==> config.mk <==
export PLATFORM = sky130hd
export DESIGN_NAME = stage_id_hs_flat
export DESIGN_NICKNAME = d
export VERILOG_FILES = /design/src/rtl/stage_id_hs_pkg.sv /design/src/rtl/stage_id_hs_if.sv /design/src/rtl/stage_id_hs_fwd_mux.sv /design/src/rtl/stage_id_hs.sv /design/src/flat_wrapper.sv
export SDC_FILE = /design/constraint.sdc
export NUM_CORES = 1
export LEC_CHECK = 0
export BUFFER_PORTS_ARGS = -buffer_cell sky130_fd_sc_hd__buf_2
export CAP_MARGIN = 10
export CORE_UTILIZATION = 55
export DETAILED_ROUTE_END_ITERATION = 7
export PLACE_DENSITY = 0.94
export SLEW_MARGIN = 10
export SYNTH_ARGS = -nofsm -noshare
export SYNTH_HDL_FRONTEND = slang
export SYNTH_SLANG_ARGS = --single-unit
==> constraint.sdc <==
create_clock -name clk -period 2.53 [get_ports clk]
set_clock_uncertainty 0.1 [all_clocks]
set_input_delay 0.1265 -clock clk [delete_from_list [all_inputs] [get_ports clk]]
set_output_delay 0.1265 -clock clk [all_outputs]
set_load 0.05 [all_outputs]
==> src/rtl/stage_id_hs_pkg.sv <==
// Shared RV32I decode constants and helpers for the instruction-decode stage.
// Opcode/func3 encodings, immediate selection and the per-opcode decode table.
package stage_id_hs_pkg;

    localparam int REG_AW = 5;

    localparam logic [31:0] ZERO_WORD = 32'h0000_0000;

    localparam logic [6:0] OP_LUI    = 7'b0110111;
    localparam logic [6:0] OP_AUIPC  = 7'b0010111;
    localparam logic [6:0] OP_JAL    = 7'b1101111;
    localparam logic [6:0] OP_JALR   = 7'b1100111;
    localparam logic [6:0] OP_BRANCH = 7'b1100011;
    localparam logic [6:0] OP_LOAD   = 7'b0000011;
    localparam logic [6:0] OP_STORE  = 7'b0100011;
    localparam logic [6:0] OP_IMM    = 7'b0010011;
    localparam logic [6:0] OP_REG    = 7'b0110011;
    localparam logic [6:0] OP_FENCE  = 7'b0001111;
    localparam logic [6:0] OP_SYSTEM = 7'b1110011;

    localparam logic [2:0] F3_BEQ  = 3'b000;
    localparam logic [2:0] F3_BNE  = 3'b001;
    localparam logic [2:0] F3_BLT  = 3'b100;
    localparam logic [2:0] F3_BGE  = 3'b101;
    localparam logic [2:0] F3_BLTU = 3'b110;
    localparam logic [2:0] F3_BGEU = 3'b111;
    localparam logic [2:0] F3_SLL  = 3'b001;
    localparam logic [2:0] F3_SR   = 3'b101;

    typedef enum logic [2:0] {
        IMM_NONE,
        IMM_I,
        IMM_S,
        IMM_B,
        IMM_U,
        IMM_J,
        IMM_SH
    } imm_sel_e;

    typedef struct packed {
        imm_sel_e imm_sel;
        logic     use_rs1;
        logic     use_rs2;
        logic     legal;
        logic     wreg;
    } decode_t;

    // 32-bit immediate; the caller sign-extends to the datapath width.
    function automatic logic signed [31:0] gen_imm(input imm_sel_e sel, input logic [31:0] inst);
        case (sel)
            IMM_I:   return {{20{inst[31]}}, inst[31:20]};
            IMM_S:   return {{20{inst[31]}}, inst[31:25], inst[11:7]};
            IMM_B:   return {{19{inst[31]}}, inst[31], inst[7], inst[30:25], inst[11:8], 1'b0};
            IMM_U:   return {inst[31:12], 12'h000};
            IMM_J:   return {{11{inst[31]}}, inst[31], inst[19:12], inst[20], inst[30:21], 1'b0};
            IMM_SH:  return {27'd0, inst[24:20]};
            default: return 32'sd0;
        endcase
    endfunction

    function automatic decode_t decode(input logic [6:0] opcode, input logic [2:0] f3);
        decode_t d;
        d = '{imm_sel: IMM_NONE, use_rs1: 1'b0, use_rs2: 1'b0, legal: 1'b1, wreg: 1'b0};
        case (opcode)
            OP_LUI, OP_AUIPC: begin
                d.imm_sel = IMM_U;
                d.wreg    = 1'b1;
            end
            OP_JAL: begin
                d.imm_sel = IMM_J;
                d.wreg    = 1'b1;
            end
            OP_JALR, OP_LOAD: begin
                d.imm_sel = IMM_I;
                d.use_rs1 = 1'b1;
                d.wreg    = 1'b1;
            end
            OP_BRANCH: begin
                d.imm_sel = IMM_B;
                d.use_rs1 = 1'b1;
                d.use_rs2 = 1'b1;
            end
            OP_STORE: begin
                d.imm_sel = IMM_S;
                d.use_rs1 = 1'b1;
                d.use_rs2 = 1'b1;
            end
            OP_IMM: begin
                d.imm_sel = (f3 == F3_SLL || f3 == F3_SR) ? IMM_SH : IMM_I;
                d.use_rs1 = 1'b1;
                d.wreg    = 1'b1;
            end
            OP_REG: begin
                d.use_rs1 = 1'b1;
                d.use_rs2 = 1'b1;
                d.wreg    = 1'b1;
            end
            OP_FENCE, OP_SYSTEM: begin
                d.imm_sel = IMM_I;
            end
            default: begin
                d.legal = 1'b0;
            end
        endcase
        return d;
    endfunction

endpackage

==> src/rtl/stage_id_hs_if.sv <==
// Upstream (IF/ID) and downstream (ID/EX) handshake bundle of the decode stage.
// A beat transfers on a rising edge where valid && ready; a producer holds valid and payload stable until then.
interface stage_id_hs_if #(
    parameter int XLEN = 32
);
    logic            in_valid;
    logic            in_ready;
    logic [XLEN-1:0] in_pc;
    logic [31:0]     in_inst;

    logic            out_valid;
    logic            out_ready;
    logic [6:0]      out_opcode;
    logic [2:0]      out_func3;
    logic [6:0]      out_func7;
    logic [4:0]      out_rd;
    logic            out_wreg;
    logic            out_illegal;
    logic [XLEN-1:0] out_pc;
    logic [XLEN-1:0] out_op1;
    logic [XLEN-1:0] out_op2;
    logic [XLEN-1:0] out_imm;

    modport master (
        output in_valid, in_pc, in_inst, out_ready,
        input  in_ready, out_valid, out_opcode, out_func3, out_func7, out_rd,
        input  out_wreg, out_illegal, out_pc, out_op1, out_op2, out_imm
    );

    modport slave (
        input  in_valid, in_pc, in_inst, out_ready,
        output in_ready, out_valid, out_opcode, out_func3, out_func7, out_rd,
        output out_wreg, out_illegal, out_pc, out_op1, out_op2, out_imm
    );
endinterface

==> src/rtl/stage_id_hs_fwd_mux.sv <==
// Priority forwarding select for one source register; lowest index wins.
// Also reports whether the winning source is still waiting on its data.
module stage_id_hs_fwd_mux
    import stage_id_hs_pkg::*;
#(
    parameter int XLEN = 32,
    parameter int NFWD = 2
) (
    input  logic [REG_AW-1:0]      rs,
    input  logic [XLEN-1:0]        reg_data,
    input  logic [NFWD-1:0]        fwd_valid,
    input  logic [NFWD-1:0]        fwd_pend,
    input  logic [NFWD*REG_AW-1:0] fwd_rd,
    input  logic [NFWD*XLEN-1:0]   fwd_data,
    output logic [XLEN-1:0]        data,
    output logic                   pend
);

    always_comb begin
        data = reg_data;
        pend = 1'b0;
        if (rs == '0) begin
            data = '0;
        end else begin
            // Walk from the oldest source so the youngest hit is the last write.
            for (int i = NFWD - 1; i >= 0; i--) begin
                if (fwd_valid[i] && fwd_rd[REG_AW*i +: REG_AW] == rs) begin
                    data = fwd_data[XLEN*i +: XLEN];
                    pend = fwd_pend[i];
                end
            end
        end
    end

endmodule

==> src/rtl/stage_id_hs.sv <==
// Registered RV32I decode stage with operand forwarding, load-use stall,
// in-ID control-transfer resolution and valid/ready handshakes on both sides.
module stage_id_hs
    import stage_id_hs_pkg::*;
#(
    parameter int XLEN       = 32,
    parameter int NFWD       = 2,
    parameter int RESOLVE_BR = 1
) (
    input  logic                   clk,
    input  logic                   rst,
    input  logic                   rdy,
    stage_id_hs_if.slave           bus,
    output logic [REG_AW-1:0]      rs1_addr_o,
    output logic [REG_AW-1:0]      rs2_addr_o,
    input  logic [XLEN-1:0]        rs1_data_i,
    input  logic [XLEN-1:0]        rs2_data_i,
    input  logic [NFWD-1:0]        fwd_valid_i,
    input  logic [NFWD-1:0]        fwd_pend_i,
    input  logic [NFWD*REG_AW-1:0] fwd_rd_i,
    input  logic [NFWD*XLEN-1:0]   fwd_data_i,
    input  logic                   flush_i,
    output logic                   redirect_o,
    output logic [XLEN-1:0]        redirect_pc_o
);

    logic [31:0]       inst;
    logic [6:0]        opcode;
    logic [2:0]        f3;
    logic [6:0]        f7;
    logic [REG_AW-1:0] rd;
    decode_t           dec;

    assign inst       = bus.in_inst;
    assign opcode     = inst[6:0];
    assign rd         = inst[11:7];
    assign f3         = inst[14:12];
    assign f7         = inst[31:25];
    assign rs1_addr_o = inst[19:15];
    assign rs2_addr_o = inst[24:20];
    assign dec        = decode(opcode, f3);

    logic [XLEN-1:0] rs1_val, rs2_val;
    logic            rs1_pend, rs2_pend;

    stage_id_hs_fwd_mux #(.XLEN(XLEN), .NFWD(NFWD)) u_fwd_rs1 (
        .rs        (inst[19:15]),
        .reg_data  (rs1_data_i),
        .fwd_valid (fwd_valid_i),
        .fwd_pend  (fwd_pend_i),
        .fwd_rd    (fwd_rd_i),
        .fwd_data  (fwd_data_i),
        .data      (rs1_val),
        .pend      (rs1_pend)
    );

    stage_id_hs_fwd_mux #(.XLEN(XLEN), .NFWD(NFWD)) u_fwd_rs2 (
        .rs        (inst[24:20]),
        .reg_data  (rs2_data_i),
        .fwd_valid (fwd_valid_i),
        .fwd_pend  (fwd_pend_i),
        .fwd_rd    (fwd_rd_i),
        .fwd_data  (fwd_data_i),
        .data      (rs2_val),
        .pend      (rs2_pend)
    );

    logic [XLEN-1:0] imm, pc_plus4;
    assign imm      = XLEN'(gen_imm(dec.imm_sel, inst));
    assign pc_plus4 = bus.in_pc + XLEN'(4);

    logic br_taken;
    always_comb begin
        br_taken = 1'b0;
        case (f3)
            F3_BEQ:  br_taken = (rs1_val == rs2_val);
            F3_BNE:  br_taken = (rs1_val != rs2_val);
            F3_BLT:  br_taken = ($signed(rs1_val) <  $signed(rs2_val));
            F3_BGE:  br_taken = ($signed(rs1_val) >= $signed(rs2_val));
            F3_BLTU: br_taken = (rs1_val <  rs2_val);
            F3_BGEU: br_taken = (rs1_val >= rs2_val);
            default: br_taken = 1'b0;
        endcase
    end

    logic            ctrl_redir;
    logic [XLEN-1:0] ctrl_target;
    always_comb begin
        ctrl_redir  = 1'b0;
        ctrl_target = '0;
        case (opcode)
            OP_JAL: begin
                ctrl_redir  = 1'b1;
                ctrl_target = bus.in_pc + imm;
            end
            OP_JALR: begin
                ctrl_redir  = 1'b1;
                ctrl_target = (rs1_val + imm) & ~XLEN'(1);
            end
            OP_BRANCH: begin
                if (RESOLVE_BR != 0 && br_taken) begin
                    ctrl_redir  = 1'b1;
                    ctrl_target = bus.in_pc + imm;
                end
            end
            default: ;
        endcase
    end

    logic [XLEN-1:0] op1, op2;
    always_comb begin
        op1 = '0;
        op2 = '0;
        case (opcode)
            OP_LUI:           op1 = imm;
            OP_AUIPC:         op1 = imm + bus.in_pc;
            OP_JAL, OP_JALR:  op1 = pc_plus4;
            OP_IMM: begin
                op1 = rs1_val;
                op2 = imm;
            end
            OP_REG, OP_BRANCH, OP_STORE: begin
                op1 = rs1_val;
                op2 = rs2_val;
            end
            OP_LOAD:          op1 = rs1_val;
            default: ;
        endcase
    end

    logic out_valid_q, redirect_q;
    logic stall, accept, take;

    assign stall = (dec.use_rs1 && rs1_pend) || (dec.use_rs2 && rs2_pend);
    // In the redirect cycle the presented word is wrong-path: always drain it.
    assign bus.in_ready = rdy && (redirect_q || (!stall && (!out_valid_q || bus.out_ready)));
    assign accept = bus.in_valid && bus.in_ready;
    assign take   = accept && !flush_i && !redirect_q && (inst != ZERO_WORD);

    logic [6:0]        opcode_q, f7_q;
    logic [2:0]        f3_q;
    logic [REG_AW-1:0] rd_q;
    logic              wreg_q, illegal_q;
    logic [XLEN-1:0]   pc_q, op1_q, op2_q, imm_q, redirect_pc_q;

    always_ff @(posedge clk or negedge rst) begin
        if (!rst) begin
            out_valid_q   <= 1'b0;
            redirect_q    <= 1'b0;
            redirect_pc_q <= '0;
            opcode_q      <= '0;
            f3_q          <= '0;
            f7_q          <= '0;
            rd_q          <= '0;
            wreg_q        <= 1'b0;
            illegal_q     <= 1'b0;
            pc_q          <= '0;
            op1_q         <= '0;
            op2_q         <= '0;
            imm_q         <= '0;
        end else if (rdy) begin
            if (flush_i) begin
                out_valid_q <= 1'b0;
                redirect_q  <= 1'b0;
            end else begin
                redirect_q <= take && ctrl_redir;
                if (take)
                    out_valid_q <= 1'b1;
                else if (bus.out_ready)
                    out_valid_q <= 1'b0;
            end
            if (take) begin
                opcode_q  <= opcode;
                f3_q      <= f3;
                f7_q      <= f7;
                rd_q      <= rd;
                wreg_q    <= dec.wreg && dec.legal;
                illegal_q <= !dec.legal;
                pc_q      <= bus.in_pc;
                op1_q     <= op1;
                op2_q     <= op2;
                imm_q     <= imm;
            end
            if (take && ctrl_redir)
                redirect_pc_q <= ctrl_target;
        end
    end

    assign bus.out_valid   = out_valid_q;
    assign bus.out_opcode  = opcode_q;
    assign bus.out_func3   = f3_q;
    assign bus.out_func7   = f7_q;
    assign bus.out_rd      = rd_q;
    assign bus.out_wreg    = wreg_q;
    assign bus.out_illegal = illegal_q;
    assign bus.out_pc      = pc_q;
    assign bus.out_op1     = op1_q;
    assign bus.out_op2     = op2_q;
    assign bus.out_imm     = imm_q;
    assign redirect_o      = redirect_q;
    assign redirect_pc_o   = redirect_pc_q;

endmodule

==> src/flat_wrapper.sv <==
// flat-port wrapper written by rule: the top's interface ports become plain ports
module stage_id_hs_flat import stage_id_hs_pkg::*;
#(
    parameter int XLEN       = 32,
    parameter int NFWD       = 2,
    parameter int RESOLVE_BR = 1
)
  (clk, rst, rdy, rs1_addr_o, rs2_addr_o, rs1_data_i, rs2_data_i, fwd_valid_i, fwd_pend_i, fwd_rd_i, fwd_data_i, flush_i, redirect_o, redirect_pc_o, bus_in_valid, bus_in_pc, bus_in_inst, bus_out_ready, bus_in_ready, bus_out_valid, bus_out_opcode, bus_out_func3, bus_out_func7, bus_out_rd, bus_out_wreg, bus_out_illegal, bus_out_pc, bus_out_op1, bus_out_op2, bus_out_imm);
  stage_id_hs_if #(.XLEN(XLEN)) bus_i ();
  input  logic clk;
  input  logic rst;
  input  logic rdy;
  output logic [REG_AW-1:0] rs1_addr_o;
  output logic [REG_AW-1:0] rs2_addr_o;
  input  logic [XLEN-1:0] rs1_data_i;
  input  logic [XLEN-1:0] rs2_data_i;
  input  logic [NFWD-1:0] fwd_valid_i;
  input  logic [NFWD-1:0] fwd_pend_i;
  input  logic [NFWD*REG_AW-1:0] fwd_rd_i;
  input  logic [NFWD*XLEN-1:0] fwd_data_i;
  input  logic flush_i;
  output logic redirect_o;
  output logic [XLEN-1:0] redirect_pc_o;
  input wire logic [$bits(bus_i.in_valid)-1:0] bus_in_valid;
  input wire logic [$bits(bus_i.in_pc)-1:0] bus_in_pc;
  input wire logic [$bits(bus_i.in_inst)-1:0] bus_in_inst;
  input wire logic [$bits(bus_i.out_ready)-1:0] bus_out_ready;
  output wire logic [$bits(bus_i.in_ready)-1:0] bus_in_ready;
  output wire logic [$bits(bus_i.out_valid)-1:0] bus_out_valid;
  output wire logic [$bits(bus_i.out_opcode)-1:0] bus_out_opcode;
  output wire logic [$bits(bus_i.out_func3)-1:0] bus_out_func3;
  output wire logic [$bits(bus_i.out_func7)-1:0] bus_out_func7;
  output wire logic [$bits(bus_i.out_rd)-1:0] bus_out_rd;
  output wire logic [$bits(bus_i.out_wreg)-1:0] bus_out_wreg;
  output wire logic [$bits(bus_i.out_illegal)-1:0] bus_out_illegal;
  output wire logic [$bits(bus_i.out_pc)-1:0] bus_out_pc;
  output wire logic [$bits(bus_i.out_op1)-1:0] bus_out_op1;
  output wire logic [$bits(bus_i.out_op2)-1:0] bus_out_op2;
  output wire logic [$bits(bus_i.out_imm)-1:0] bus_out_imm;
  assign bus_i.in_valid = bus_in_valid;
  assign bus_i.in_pc = bus_in_pc;
  assign bus_i.in_inst = bus_in_inst;
  assign bus_i.out_ready = bus_out_ready;
  assign bus_in_ready = bus_i.in_ready;
  assign bus_out_valid = bus_i.out_valid;
  assign bus_out_opcode = bus_i.out_opcode;
  assign bus_out_func3 = bus_i.out_func3;
  assign bus_out_func7 = bus_i.out_func7;
  assign bus_out_rd = bus_i.out_rd;
  assign bus_out_wreg = bus_i.out_wreg;
  assign bus_out_illegal = bus_i.out_illegal;
  assign bus_out_pc = bus_i.out_pc;
  assign bus_out_op1 = bus_i.out_op1;
  assign bus_out_op2 = bus_i.out_op2;
  assign bus_out_imm = bus_i.out_imm;
  stage_id_hs #(.XLEN(XLEN), .NFWD(NFWD), .RESOLVE_BR(RESOLVE_BR)) u_core (.clk(clk), .rst(rst), .rdy(rdy), .bus(bus_i), .rs1_addr_o(rs1_addr_o), .rs2_addr_o(rs2_addr_o), .rs1_data_i(rs1_data_i), .rs2_data_i(rs2_data_i), .fwd_valid_i(fwd_valid_i), .fwd_pend_i(fwd_pend_i), .fwd_rd_i(fwd_rd_i), .fwd_data_i(fwd_data_i), .flush_i(flush_i), .redirect_o(redirect_o), .redirect_pc_o(redirect_pc_o));
endmodule
==> impl_results.md, run 1 <==
- Synth Area in Compound Gates: 0.2688
- Mapped Cells: 1903
- TritonCTS Buffers: 17
- Largest net degree at the start of global routing: 87
- Run Error: [ERROR GRT-0116] Global routing finished with congestion. Check the congestion regions in the DRC Viewer.
- GR Overflow Total: 564
- EDFF count, synth: 0
- Initial Util: 0.5584
- Total number of yosys warnings: 0
- Gr usage total: 0.9300
- Synth area leader: dfrtp_1
- Mean Syn Cell Area: 8.129 um2
- I/O pin cnt: 409
- Cell Rows: 61
- Multiplexer share of the synthesized area: 0.04788
- Seq/Total Area, Yosys: 0.3009
- Top-area cell type share of the netlist area: 0.3009
- Clock buffer depth: 2
- Top-count cell post-synth: nand2_1
- Stopped at: global routing (5_1_grt)
- Status: stopped before the end
- Die X: 169.7 um
- Htree depth: 4
- Fraction of registers with async set/reset: 1.000
- Detailed placement HPWL: 65700 um
- Synth Area in Adders: 0.08112
- Top cell types by occurrence after synthesis: nand2_1 (333), dfrtp_1 (186), a21oi_1 (126), nor2_1 (117), o21ai_0 (103)
- Clk sinks: 186
- Post-Syn Nets: 2210
- Largest cells by area after synthesis: dfrtp_1 (30%), nand2_1 (8.1%), ha_1 (7.5%)
- Yosys reg bits: 186
- Die H: 169.7 um
- Simple-gate share of the synthesized area: 0.1924
- Clock Tree Root: clkbuf_16
- Largest family of logic cells by synthesized area: compound AO/OA/AOI/OAI gates
- Synth Area in XOR/XNOR: 0.05775
- Placed insts: 3121
- Final Wtd Congestion: 1.211
- Distinct cells, synth: 96
- Synth Cell Area: 0.01547 mm2
- I/O Buffers: 408
- Number of global-route vias before repair: 28840
- Primary FF master, synth: dfrtp_1
- First-pass GRT wire length: 198300 um
routing by layer:
layer,overflow,GRT usage
met1,67,0.8922
met2,265,1.014
met3,59,0.8813
met4,161,0.9636
met5,12,0.7652
cells by family after synthesis:
logic type               Yosys count
buffers and inverters            190
flip-flops                       186
adder cells (fa/ha/maj)          100
AO/OA/AOI/OAI                    599
XOR/XNOR                         102
multiplexers                      73
AND/OR/NAND/NOR                  653
stage by stage:
stage	instance area (um2)	worst slack (ns)	hold WS (ns)	TNS, ns
after global placement	22540	-2.156	0.1396	-173.26
after detailed placement	22540	-2.469	0.1512	-203.50
after floorplan	16300	-1.601	-0.2691	-75.48
after CTS	24120	-1.727	0.001893	-91.01
what timing repair did:
item / in CTS
setup endpoints to repair: 183
hold endpoints to repair: 125
cloned: 3
buffers inserted: 18
gates resized for setup: 71
pin swaps: 20
hold buffers: 44
==> run 2: changes to the inputs <==
--- a/config.mk
+++ b/config.mk
@@ -7,9 +7,9 @@
 export LEC_CHECK = 0
 export BUFFER_PORTS_ARGS = -buffer_cell sky130_fd_sc_hd__buf_2
 export CAP_MARGIN = 10
-export CORE_UTILIZATION = 55
+export CORE_UTILIZATION = 40
 export DETAILED_ROUTE_END_ITERATION = 7
-export PLACE_DENSITY = 0.94
+export PLACE_DENSITY_LB_ADDON = 0.15
 export SLEW_MARGIN = 10
 export SYNTH_ARGS = -nofsm -noshare
 export SYNTH_HDL_FRONTEND = slang
==> impl_results.md, run 2 <==
- Gr usage total: 0.3989
- Synth area leader: dfrtp_1 (unchanged)
- Commonest non-fill, non-tap cell in the layout: buf_4
- Nets: 3226
- CTS tree: yes
- Leak: 13.34 nW
- Largest cells by area after synthesis: dfrtp_1 (30%), nand2_1 (8.1%), ha_1 (7.5%) (unchanged)
- Antenna Nets Post-Route: 0
- Die Area: 0.03947 mm2
- Clk sinks: 186 (unchanged)
- Final Util: 0.7059
- Failing checks: design-rule violations, negative hold slack, negative setup slack
- TritonCTS Buffers: 17 (unchanged)
- R2R depth: 11
- Vias: 20200
- Initial Util: 0.4088 (was 0.5584)
- DR DRC count: 8
- Vias/cell: 5.864
- Die H: 198.7 um (was 169.7 um)
- Final Wtd Congestion: 1.030 (was 1.211)
- R2r startpoint: u_core.redirect_o
- Worst-Skew Late Latency: 0.48 ns
- Distinct cells, synth: 96 (unchanged)
- Final Hold Viols: 1
- Commonest non-fill, non-tap cells in the layout: buf_4 (564), buf_2 (398), nand2_1 (312), dfrtp_1 (186), nor2_1 (101)
- Tcrit/Tclk final: 1.690
- Routed length per instance: 24.51 um
- Drt total wl: 84400 um
- Detailed placement HPWL: 62790 um (was 65700 um)
- Startpoint types: primary input
- EDFF count, synth: 0 (unchanged)
- Critical Path End Type: register
- Status: finished, violations left (was stopped before the end)
- Seq/Total Area, Yosys: 0.3009 (unchanged)
- P per Cell Area: 407.3 mW/mm2
- Non-Filler Instances: 3444
- Mean Syn Cell Area: 8.129 um2 (unchanged)
- Initial antenna violation count: 2
- Worst slack, placed: -2.379 ns (was -2.469 ns)
- Post-route cell area: 0.02671 mm2
- I/O Buffers: 408 (unchanged)
- Die X: 198.7 um (was 169.7 um)
- Pwr Total: 10.88 mW
- Fraction of registers with async set/reset: 1.000 (unchanged)
- FF-to-FF End: u_core.redirect_pc_o[26]
- Synth Cell Area: 0.01547 mm2 (unchanged)
- Htree depth: 4 (unchanged)
- Total number of yosys warnings: 0 (unchanged)
- Clock Tree Root: clkbuf_16 (unchanged)
- Hold path start: bus_in_pc[11]
- DRT Pass-1 Iters: 8
- Core area: 0.03784 mm2
- MaxCap Viol Count: 0
- Number of global-route vias before repair: 18960
- Area grow syn2layout: 72.69%
- Placed insts: 3273 (was 3121)
- Fin. max-slew vios: 0
- Reg clk slew, reported paths: 0.08 ns
- Min Tclk post-route: 4.277 ns
- Placement Cell Area: 0.02279 mm2 (was 0.02254 mm2)
- Fillers: 3056
- Worst hold stages: 4
- Critical Path RT: 2.80 ns
- Top-count cell post-synth: nand2_1 (unchanged)
- Yosys reg bits: 186 (unchanged)
- Iteration-0 DRC Markers: 1836
- Primary FF master, synth: dfrtp_1 (unchanged)
- WP data arrival: 4.55 ns
- Reg-to-reg setup timing slack: 0.19 ns
- Finish-stage setup viols: 134
- Mapped Cells: 1903 (unchanged)
- Slew headroom: 0.5735
- Clock buffer depth: 2 (unchanged)
- Fin Hold WS: -0.007125 ns
- Top-area cell type share of the netlist area: 0.3009 (unchanged)
- Top cell types by occurrence after synthesis: nand2_1 (333), dfrtp_1 (186), a21oi_1 (126), nor2_1 (117), o21ai_0 (103) (unchanged)
- Worst Hold Path EP: u_core.bus.out_pc[11]
- Setup WS post-layout: -1.747 ns
- First-pass GRT wire length: 115700 um
- Class of the most critical setup path: in -> reg
- Post-Syn Nets: 2210 (unchanged)
- I/O pin cnt: 409 (unchanged)
- RSZ-0062 raised after global routing: yes
- Fmax: 0.2338 GHz
- Cell Rows: 71 (was 61)
- Largest net degree at the start of global routing: 63
- Worst ir drop on vdd: 0.5673 mV
- Worst slew pin tran: 0.6352 ns
- Hold crit path type: in -> reg
- CP Max Fanout: 7
- Layout cells sized above 1: 0.4847
- GR Overflow Total: 0
[run 2: cell counts after synthesis]
No cell type changed its count.
[run 2: how the worst max path moves through the flow]
stage                         start                  endpoint  slack [ns]
floorplan           bus_in_inst[16]  u_core.redirect_pc_o[15]       -1.60
global placement        fwd_rd_i[8]   u_core.redirect_pc_o[1]       -2.28
detailed placement      fwd_rd_i[8]  u_core.redirect_pc_o[17]       -2.38
CTS                 bus_in_inst[21]  u_core.redirect_pc_o[15]       -1.58
global route        bus_in_inst[21]   u_core.redirect_pc_o[2]       -1.84
finish              bus_in_inst[22]  u_core.redirect_pc_o[15]       -1.75
[run 2: report_power, final]
part	internal [mW]	switching [mW]	leakage, nW	total, mW
combinational	1.76	2.82	10.6	4.58
sequential	3.22	0.156	2.47	3.37
clock	1.55	1.38	0.298	2.93
total	6.52	4.36	13.3	10.9
[run 2: logic make-up after synthesis]
group                      after synthesis  share of synthesized area
buffers and inverters                  190                    0.05112
and+or+nand+nor                        653                     0.1924
AOI/OAI and AO/OA                      599                     0.2688
DFF                                    186                     0.3009
xor gates and xnor gates               102                    0.05775
adders and majority gates              100                    0.08112
muxes                                   73                    0.04788
[run 2: area by class of cell]
class / instances / area, um2 / area share
Multi-Input combinational cell: 1527 / 12010 / 0.4495
Timing Repair Buffer: 1123 / 8567 / 0.3207
Sequential cell: 186 / 4654 / 0.1742
Tap cell: 511 / 639.4 / 0.02393
Clock buffer: 20 / 466.7 / 0.01747
Inverter: 64 / 240.2 / 0.008993
Clock inverter: 12 / 135.1 / 0.005058
Antenna cell: 1 / 2.502 / 0.00009367
[run 2: timing repair]
| item | CTS | global route |
|---|---|---|
| buffers inserted | 42 | 37 |
| gates resized for setup | 186 | 204 |
| hold endpoints to repair | 106 | 0 |
| hold buffers | 50 | 0 |
| pin swaps | 101 | 116 |
| setup endpoints to repair | 157 | 186 |
| gates cloned | 6 | 19 |
[run 2: worst max-delay path: stages]
cell,delay (ns)
buf_2,0.16
xor2_2,0.22
nor4_4,0.32
nand3_2,0.16
buf_6,0.16
clkbuf_16,0.16
o211ai_1,0.27
ha_1,0.30
a21o_1,0.16
nand3_1,0.13
a21oi_4,0.08
or4b_4,0.56
nand2_2,0.10
or4b_4,0.45
nand4_1,0.23
buf_4,0.18
o21ai_4,0.11
clkbuf_16,0.18
a32o_1,0.22
mux2_4,0.26
[run 2: routing by layer]
| metal | track usage | wire length [um] | vias up |
|---|---|---|---|
| li1 | - | - | 8990 |
| met1 | 0.5343 | 34660 | 9781 |
| met2 | 0.6235 | 37700 | 1232 |
| met3 | 0.08240 | 8540 | 194 |
| met4 | 0.1644 | 3501 | 0 |
| met5 | 0 | 0 | - |
[run 2: through the flow]
stage          TNS (ns)  hold WS (ns)
6_report         -90.32     -0.007125
5_1_grt         -104.90       0.01783
4_1_cts          -72.92      0.009723
3_5_place_dp    -193.74       0.05912
3_3_place_gp    -185.22       0.04735
2_1_floorplan    -75.48       -0.2691
(Power assumes the default switching activity.)
==> run 3: changes to the inputs <==
==> constraint.sdc (replaced) <==
create_clock -name clk -period 2.53 [get_ports clk]
set_clock_uncertainty 0.1 [all_clocks]
set_input_delay 0.506 -clock clk [delete_from_list [all_inputs] [get_ports clk]]
set_output_delay 0.506 -clock clk [all_outputs]
set_load 0.05 [all_outputs]
==> impl_results.md, run 3 (synthesized netlist as in run 2, its figures left out) <==
- Reg clk slew, reported paths: 0.08 ns (about the same)
- WP data arrival: 4.88 ns (was 4.55 ns)
- Routed length per instance: 24.88 um (was 24.51 um)
- Pwr Total: 11.06 mW (was 10.88 mW)
- Clock buffer depth: 2 (unchanged)
- RSZ-0062 raised after global routing: yes (unchanged)
- MaxCap Viol Count: 0 (unchanged)
- Number of global-route vias before repair: 19850 (was 18960)
- Initial antenna violation count: 5 (was 2)
- Leak: 13.69 nW (was 13.34 nW)
- Failing checks: negative setup slack (was design-rule violations, negative hold slack, negative setup slack)
- Commonest non-fill, non-tap cell in the layout: buf_4 (unchanged)
- Nets: 3261 (was 3226)
- Fin. max-slew vios: 0 (unchanged)
- Seq pwr share: 0.306 (was 0.310)
- Clk sinks: 186 (unchanged)
- P per Cell Area: 406.5 mW/mm2 (was 407.3 mW/mm2)
- Placed insts: 3327 (was 3273)
- Critical Path End Type: register (unchanged)
- Class of the most critical setup path: in -> reg (unchanged)
- Met2 wire len: 38190 um (was 37700 um)
- Status: finished, violations left (unchanged)
- Worst-Skew Late Latency: 0.48 ns (about the same)
- Finish-stage setup viols: 187 (was 134)
- Tcrit/Tclk final: 1.825 (was 1.690)
- Reg-to-reg setup timing slack: 0.22 ns (was 0.19 ns)
- Startpoint types: primary input (unchanged)
- CP Max Fanout: 10 (was 7)
- Final Hold Viols: 0 (was 1)
- Initial Util: 0.4088 (unchanged)
- DRT Pass-1 Iters: 6 (was 8)
- Fmax: 0.2166 GHz (was 0.2338 GHz)
- Slew headroom: 0.5536 (was 0.5735)
- WL met1: 35900 um (was 34660 um)
- Detailed placement HPWL: 65130 um (was 62790 um)
- Non-Filler Instances: 3482 (was 3444)
- Die H: 198.7 um (unchanged)
- Critical Path RT: 2.79 ns (was 2.80 ns)
- GR Overflow Total: 0 (unchanged)
- Clock Tree Root: clkbuf_16 (unchanged)
- Setup WS post-layout: -2.088 ns (was -1.747 ns)
- FF-to-FF End: u_core.bus.out_op1[29] (was u_core.redirect_pc_o[26])
- Net Sw Power: 4.393 mW (was 4.359 mW)
- R2R depth: 7 (was 11)
- Flip-flop and latch area: 0.004654 mm2 (unchanged)
- TritonCTS Buffers: 17 (unchanged)
- DR DRC count: 0 (was 8)
- Cell Rows: 71 (unchanged)
- Worst Hold Path EP: u_core.bus.out_opcode[4] (was u_core.bus.out_pc[11])
- Drt total wl: 86640 um (was 84400 um)
- R2r startpoint: u_core.bus.out_valid (was u_core.redirect_o)
- Uppermost layer routed: met5 (was met4)
- Min Tclk post-route: 4.618 ns (was 4.277 ns)
- Area grow syn2layout: 75.82% (was 72.69%)
- Antenna Nets Post-Route: 0 (unchanged)
- Layout cells sized above 1: 0.5165 (was 0.4847)
- CTS tree: yes (unchanged)
- Worst ir drop on vdd: 0.5642 mV (was 0.5673 mV)
- I/O Buffers: 408 (unchanged)
- Die X: 198.7 um (unchanged)
- Worst slew pin tran: 0.6649 ns (was 0.6352 ns)
- Metal3 WL: 8509 um (was 8540 um)
- Area of the multi-input gates: 0.01205 mm2 (was 0.01201 mm2)
- Clock power share: 0.273 (was 0.269)
- Vias: 20500 (was 20200)
- Largest net degree at the start of global routing: 52 (was 63)
- Fillers: 2983 (was 3056)
- First-pass GRT wire length: 122900 um (was 115700 um)
- Die Area: 0.03947 mm2 (unchanged)
- Vias/cell: 5.887 (was 5.864)
- I/O pin cnt: 409 (unchanged)
- P_int: 6.662 mW (was 6.521 mW)
- Core area: 0.03784 mm2 (unchanged)
- Gr usage total: 0.4254 (was 0.3989)
- Final Wtd Congestion: 1.038 (was 1.030)
- Comb power frac: 0.421 (about the same)
- Iteration-0 DRC Markers: 2100 (was 1836)
- Worst hold stages: 3 (was 4)
- Hold path start: bus_in_inst[4] (was bus_in_pc[11])
- Switching Share: 0.3974 (was 0.4006)
- Hold crit path type: in -> reg (unchanged)
- Htree depth: 4 (unchanged)
- Commonest non-fill, non-tap cells in the layout: buf_4 (627), buf_2 (391), nand2_1 (312), dfrtp_1 (186), nor2_1 (85) (was buf_4 (564), buf_2 (398), nand2_1 (312), dfrtp_1 (186), nor2_1 (101))
run 3: how the worst max path moves through the flow:
| stage | startpoint | to | slack, ns | cells after the start |
|---|---|---|---|---|
| after floorplan | bus_in_inst[16] | u_core.redirect_pc_o[15] | -1.98 | 20 |
| after global placement | bus_in_inst[19] | u_core.redirect_pc_o[26] | -2.64 | 23 |
| after detailed placement | bus_in_inst[19] | u_core.redirect_pc_o[2] | -2.70 | 21 |
| after CTS | fwd_rd_i[8] | u_core.redirect_pc_o[13] | -1.91 | 24 |
| after global routing | fwd_rd_i[0] | u_core.redirect_pc_o[26] | -2.24 | 25 |
| final | fwd_rd_i[0] | u_core.redirect_pc_o[26] | -2.09 | 22 |
run 3: cell type report:
cell class                 instances  area share
multi-input combinational       1527      0.4430
clock inverter                    11    0.005934
inverter                          64    0.008878
timing repair buffer            1158      0.3303
antenna                            5   0.0004600
tap                              511     0.02351
clock buffer                      20     0.01679
sequential                       186      0.1711
run 3: through the flow:
step	setup WS (ns)	utilization	hold slack (ns)	cell area (um2)	TNS, ns
6_report	-2.088	0.7187	0.1775	27200	-162.46
5_1_grt	-2.243	0.7187	0.1815	27200	-179.24
4_1_cts	-1.907	0.6981	0.1508	26420	-129.99
3_5_place_dp	-2.695	0.6141	0.3569	23240	-254.10
3_3_place_gp	-2.643	0.6141	0.3532	23240	-244.45
2_1_floorplan	-1.979	-	0.1104	16430	-120.67
run 3: layer usage:
layer | track usage | vias to the layer above
met5 | 0 | -
met4 | 0.2040 | 2
met3 | 0.08596 | 243
met2 | 0.6489 | 1198
met1 | 0.5731 | 9979
li1 | - | 9077
run 3: repair_timing:
action / CTS / global route
endpoints found under the hold margin: 46 / 0
buffers inserted: 71 / 43
endpoints found under the setup margin: 186 / 187
pin swaps: 122 / 108
gates resized for setup: 314 / 151
cloned: 20 / 3
hold buffers: 1 / 0
run 3: critical path, cell delays in order:
cell	delay [ns]
buf_2	0.13
xnor2_2	0.25
nand4_1	0.19
or2_4	0.33
buf_6	0.16
buf_4	0.15
a211oi_2	0.30
ha_1	0.33
buf_4	0.14
nand3_1	0.06
a21oi_1	0.10
or4b_4	0.56
a21bo_2	0.21
o211ai_1	0.17
nand4_1	0.14
buf_4	0.19
or2_4	0.27
a21oi_4	0.15
buf_12	0.18
buf_12	0.14
nand2b_4	0.12
o211ai_1	0.09
run 3: power groups by stage:
stage	registers [mW]	clock network, mW	logic, mW
global route	3.40	3.12	4.86
floorplan	4.28	0	1.35
global placement	3.41	0	4.00
finish	3.38	3.02	4.66
detailed placement	3.42	0	4.03
CTS	3.37	3.03	4.41
==> run 4: changes to the inputs <==
--- a/config.mk
+++ b/config.mk
@@ -7,10 +7,12 @@
 export LEC_CHECK = 0
 export BUFFER_PORTS_ARGS = -buffer_cell sky130_fd_sc_hd__buf_2
 export CAP_MARGIN = 10
+export CORE_ASPECT_RATIO = 0.9
 export CORE_UTILIZATION = 40
 export DETAILED_ROUTE_END_ITERATION = 7
 export PLACE_DENSITY_LB_ADDON = 0.15
 export SLEW_MARGIN = 10
 export SYNTH_ARGS = -nofsm -noshare
 export SYNTH_HDL_FRONTEND = slang
+export SYNTH_HIERARCHICAL = 1
 export SYNTH_SLANG_ARGS = --single-unit
==> impl_results.md, run 4 <==
- Worst slew pin tran: 1.374 ns (was 0.6649 ns)
- Largest cells by area after synthesis: dfrtp_1 (30%), ha_1 (7.6%), nand2_1 (6.9%) (was dfrtp_1 (30%), nand2_1 (8.1%), ha_1 (7.5%))
- Core area: 0.03846 mm2 (was 0.03784 mm2)
- Fraction of registers with async set/reset: 1.000 (unchanged)
- CP top delay family: compound AO/OA/AOI/OAI gates (was simple AND/OR/NAND/NOR gates)
- Final Util: 0.7388 (was 0.7187)
- Iteration-0 DRC Markers: 2035 (was 2100)
- Die H: 189.9 um (was 198.7 um)
- Leak: 13.42 nW (was 13.69 nW)
- Commonest non-fill, non-tap cell in the layout: buf_4 (unchanged)
- CTS tree: yes (unchanged)
- Critical Path End Type: register (unchanged)
- Routing usage on met1: 0.5221 (was 0.5731)
- Htree depth: 4 (unchanged)
- EDFF count, synth: 0 (unchanged)
- Critical path, cell by cell: buf_8, xnor2_2, and4_4, nand4_1, a311oi_4, nand2_2, o22a_1, o31ai_4, fa_2, a21o_1, a21oi_2, o21ai_2, and3_4, a211oi_2, buf_4, o311ai_4, a31oi_1, xnor2_1, a21oi_1, o21ai_1 (was buf_2, xnor2_2, nand4_1, or2_4, buf_6, buf_4, a211oi_2, ha_1, buf_4, nand3_1, a21oi_1, or4b_4, a21bo_2, o211ai_1, nand4_1, buf_4, or2_4, a21oi_4, buf_12, buf_12, nand2b_4, o211ai_1)
- Commonest non-fill, non-tap cells in the layout: buf_4 (558), buf_2 (389), nand2_1 (201), dfrtp_1 (186), nand4_1 (86) (was buf_4 (627), buf_2 (391), nand2_1 (312), dfrtp_1 (186), nor2_1 (85))
- Clk sinks: 186 (unchanged)
- Area grow syn2layout: 81.16% (was 75.82%)
- Finish-stage setup viols: 187 (unchanged)
- Final Hold Viols: 0 (unchanged)
- Worst ir drop on vdd: 0.5096 mV (was 0.5642 mV)
- Detailed placement HPWL: 63430 um (was 65130 um)
- MaxCap Viol Count: 0 (unchanged)
- Buf+Inv Stages, Crit Path: 2 (was 7)
- Class of the most critical setup path: in -> reg (unchanged)
- Nets: 3227 (was 3261)
- Clock Tree Root: clkbuf_16 (unchanged)
- CP Max Fanout: 4 (was 10)
- Busiest grt layer: met2 (unchanged)
- Synth area leader: dfrtp_1 (unchanged)
- Largest net degree at the start of global routing: 65 (was 52)
- Number of global-route vias before repair: 19940 (was 19850)
- I/O pin cnt: 409 (unchanged)
- Antenna Nets Post-Route: 0 (unchanged)
- Post-route cell area: 0.02841 mm2 (was 0.02720 mm2)
- Largest stage delay, worst path: 0.49 ns (was 0.56 ns)
- Post-Syn Nets: 2246 (was 2210)
- Final Wtd Congestion: 1.022 (was 1.038)
- Clock buffer depth: 2 (unchanged)
- Reg clk slew, reported paths: 0.07 ns (was 0.08 ns)
- Gr usage total: 0.3989 (was 0.4254)
- Flip-flop and latch area: 0.004654 mm2 (unchanged)
- Setup WS post-layout: -1.669 ns (was -2.088 ns)
- Fin Hold WS: 0.1724 ns (was 0.1775 ns)
- Yosys reg bits: 186 (unchanged)
- Synth Cell Area: 0.01568 mm2 (was 0.01547 mm2)
- Area of the multi-input gates: 0.01334 mm2 (was 0.01205 mm2)
- Fillers: 2840 (was 2983)
- Worst-Skew Late Latency: 0.47 ns (was 0.48 ns)
- Initial Util: 0.4078 (was 0.4088)
- Cell Rows: 68 (was 71)
- Startpoint types: primary input (unchanged)
- Top-area cell type share of the netlist area: 0.2968 (was 0.3009)
- Initial antenna violation count: 3 (was 5)
- Min Tclk post-route: 4.199 ns (was 4.618 ns)
- RSZ-0062 raised after global routing: yes (unchanged)
- Hold crit path type: in -> reg (unchanged)
- TritonCTS Buffers: 17 (unchanged)
- Met3 usage: 0.06949 (was 0.08596)
- Primary FF master, synth: dfrtp_1 (unchanged)
- Top cell types by occurrence after synthesis: nand2_1 (289), dfrtp_1 (186), o21ai_0 (165), a21oi_1 (118), clkbuf_1 (117) (was nand2_1 (333), dfrtp_1 (186), a21oi_1 (126), nor2_1 (117), o21ai_0 (103))
- Fin. max-slew vios: 0 (unchanged)
- I/O Buffers: 408 (unchanged)
- Layout cells sized above 1: 0.5722 (was 0.5165)
- WP data arrival: 4.48 ns (was 4.88 ns)
- Slew headroom: 0.08092 (was 0.5536)
- Met2 GRT Util: 0.6571 (was 0.6489)
- Placed insts: 3284 (was 3327)
- Drt total wl: 86870 um (was 86640 um)
- Placement Cell Area: 0.02301 mm2 (was 0.02324 mm2)
- Failing checks: negative setup slack (unchanged)
- Seq/Total Area, Yosys: 0.2968 (was 0.3009)
- First-pass GRT wire length: 120200 um (was 122900 um)
- Top-count cell post-synth: nand2_1 (unchanged)
- Vias/cell: 6.003 (was 5.887)
- Status: finished, violations left (unchanged)
- Total number of yosys warnings: 6 (was 0)
- Non-Filler Instances: 3457 (was 3482)
- Routed length per instance: 25.13 um (was 24.88 um)
- P per Cell Area: 413.2 mW/mm2 (was 406.5 mW/mm2)
- Mean Syn Cell Area: 8.097 um2 (was 8.129 um2)
- Die Area: 0.04001 mm2 (was 0.03947 mm2)
- Die X: 210.7 um (was 198.7 um)
- Critical Path RT: 2.82 ns (was 2.79 ns)
- Mapped Cells: 1937 (was 1903)
- Max stage delay cell, worst path: a311oi_4 (was or4b_4)
- Fmax: 0.2381 GHz (was 0.2166 GHz)
- DRT Pass-1 Iters: 7 (was 6)
- Tcrit/Tclk final: 1.660 (was 1.825)
- DR DRC count: 0 (unchanged)
- Distinct cells, synth: 76 (was 96)
- Vias: 20750 (was 20500)
- GR Overflow Total: 0 (unchanged)
==> run 4: final timing paths <==
path / cells past startpoint / startpoint / to / slack [ns]
min in group asynchronous: 2 / rst / u_core/bus.out_pc[5] / 0.53
setup reg to reg: 12 / u_core/bus.out_valid / u_core/redirect_pc_o[25] / 0.15
hold / removal: 3 / bus_in_inst[6] / u_core/bus.out_opcode[6] / 0.17
setup / recovery: 20 / fwd_rd_i[7] / u_core/redirect_pc_o[24] / -1.67
hold reg to reg: 2 / u_core/bus.out_func7[5] / u_core/bus.out_func7[5] / 0.37
max in group asynchronous: 3 / rst / u_core/bus.out_func7[6] / 1.11
==> run 4: cells by family after synthesis <==
kind of cell               Yosys count  share of synthesized area
AOI/OAI and AO/OA                  630                     0.2896
buffers and inverters              231                    0.06175
xor gates and xnor gates           105                    0.05864
DFF                                186                     0.2968
adders and majority gates           97                    0.07834
and+or+nand+nor                    674                     0.2053
muxes                               14                   0.009653
==> run 4: per-layer routing <==
layer / up-vias / share of wire
met5: - / 0.00031
met3: 254 / 0.098
met2: 1251 / 0.46
met1: 10060 / 0.39
li1: 9180 / -
met4: 4 / 0.045
==> run 4: area by class of cell <==
cell class | count | share of cell area
repair buffers | 1110 | 0.3110
diodes | 1 | 0.00008807
inverters | 83 | 0.01097
clock inverters | 11 | 0.004580
well taps | 525 | 0.02312
flip-flops and latches | 186 | 0.1638
clock buffers | 21 | 0.01691
multi-input cells | 1520 | 0.4695
==> run 4: what timing repair did <==
item                       in CTS  in global routing
pin swaps                     168                235
setup endpoints to repair     187                187
hold buffers                    1                  0
buffers inserted               71                 71
resized for setup             334                366
cloned                         14                 15
hold endpoints to repair       57                  0
==> run 4: power by group <==
part,total (mW),leakage [nW],internal (mW),switching (mW)
clock network,2.86,0.301,1.57,1.28
logic,5.42,10.7,2.08,3.34
registers,3.46,2.46,3.27,0.197
==> run 4: tightest hold or removal path: cells and delay by family <==
family        cells  cell delay [ns]
buf+inv           1             0.10
simple gates      2             0.10
==> run 4: through the flow <==
stage	total power [mW]	setup slack, ns	setup TNS, ns
finish	11.74	-1.669	-188.05
floorplan	6.053	-1.753	-160.96
global placement	7.950	-2.519	-270.83
detailed placement	7.985	-2.513	-271.27
CTS	11.15	-1.471	-174.21
global route	12.09	-1.760	-204.28
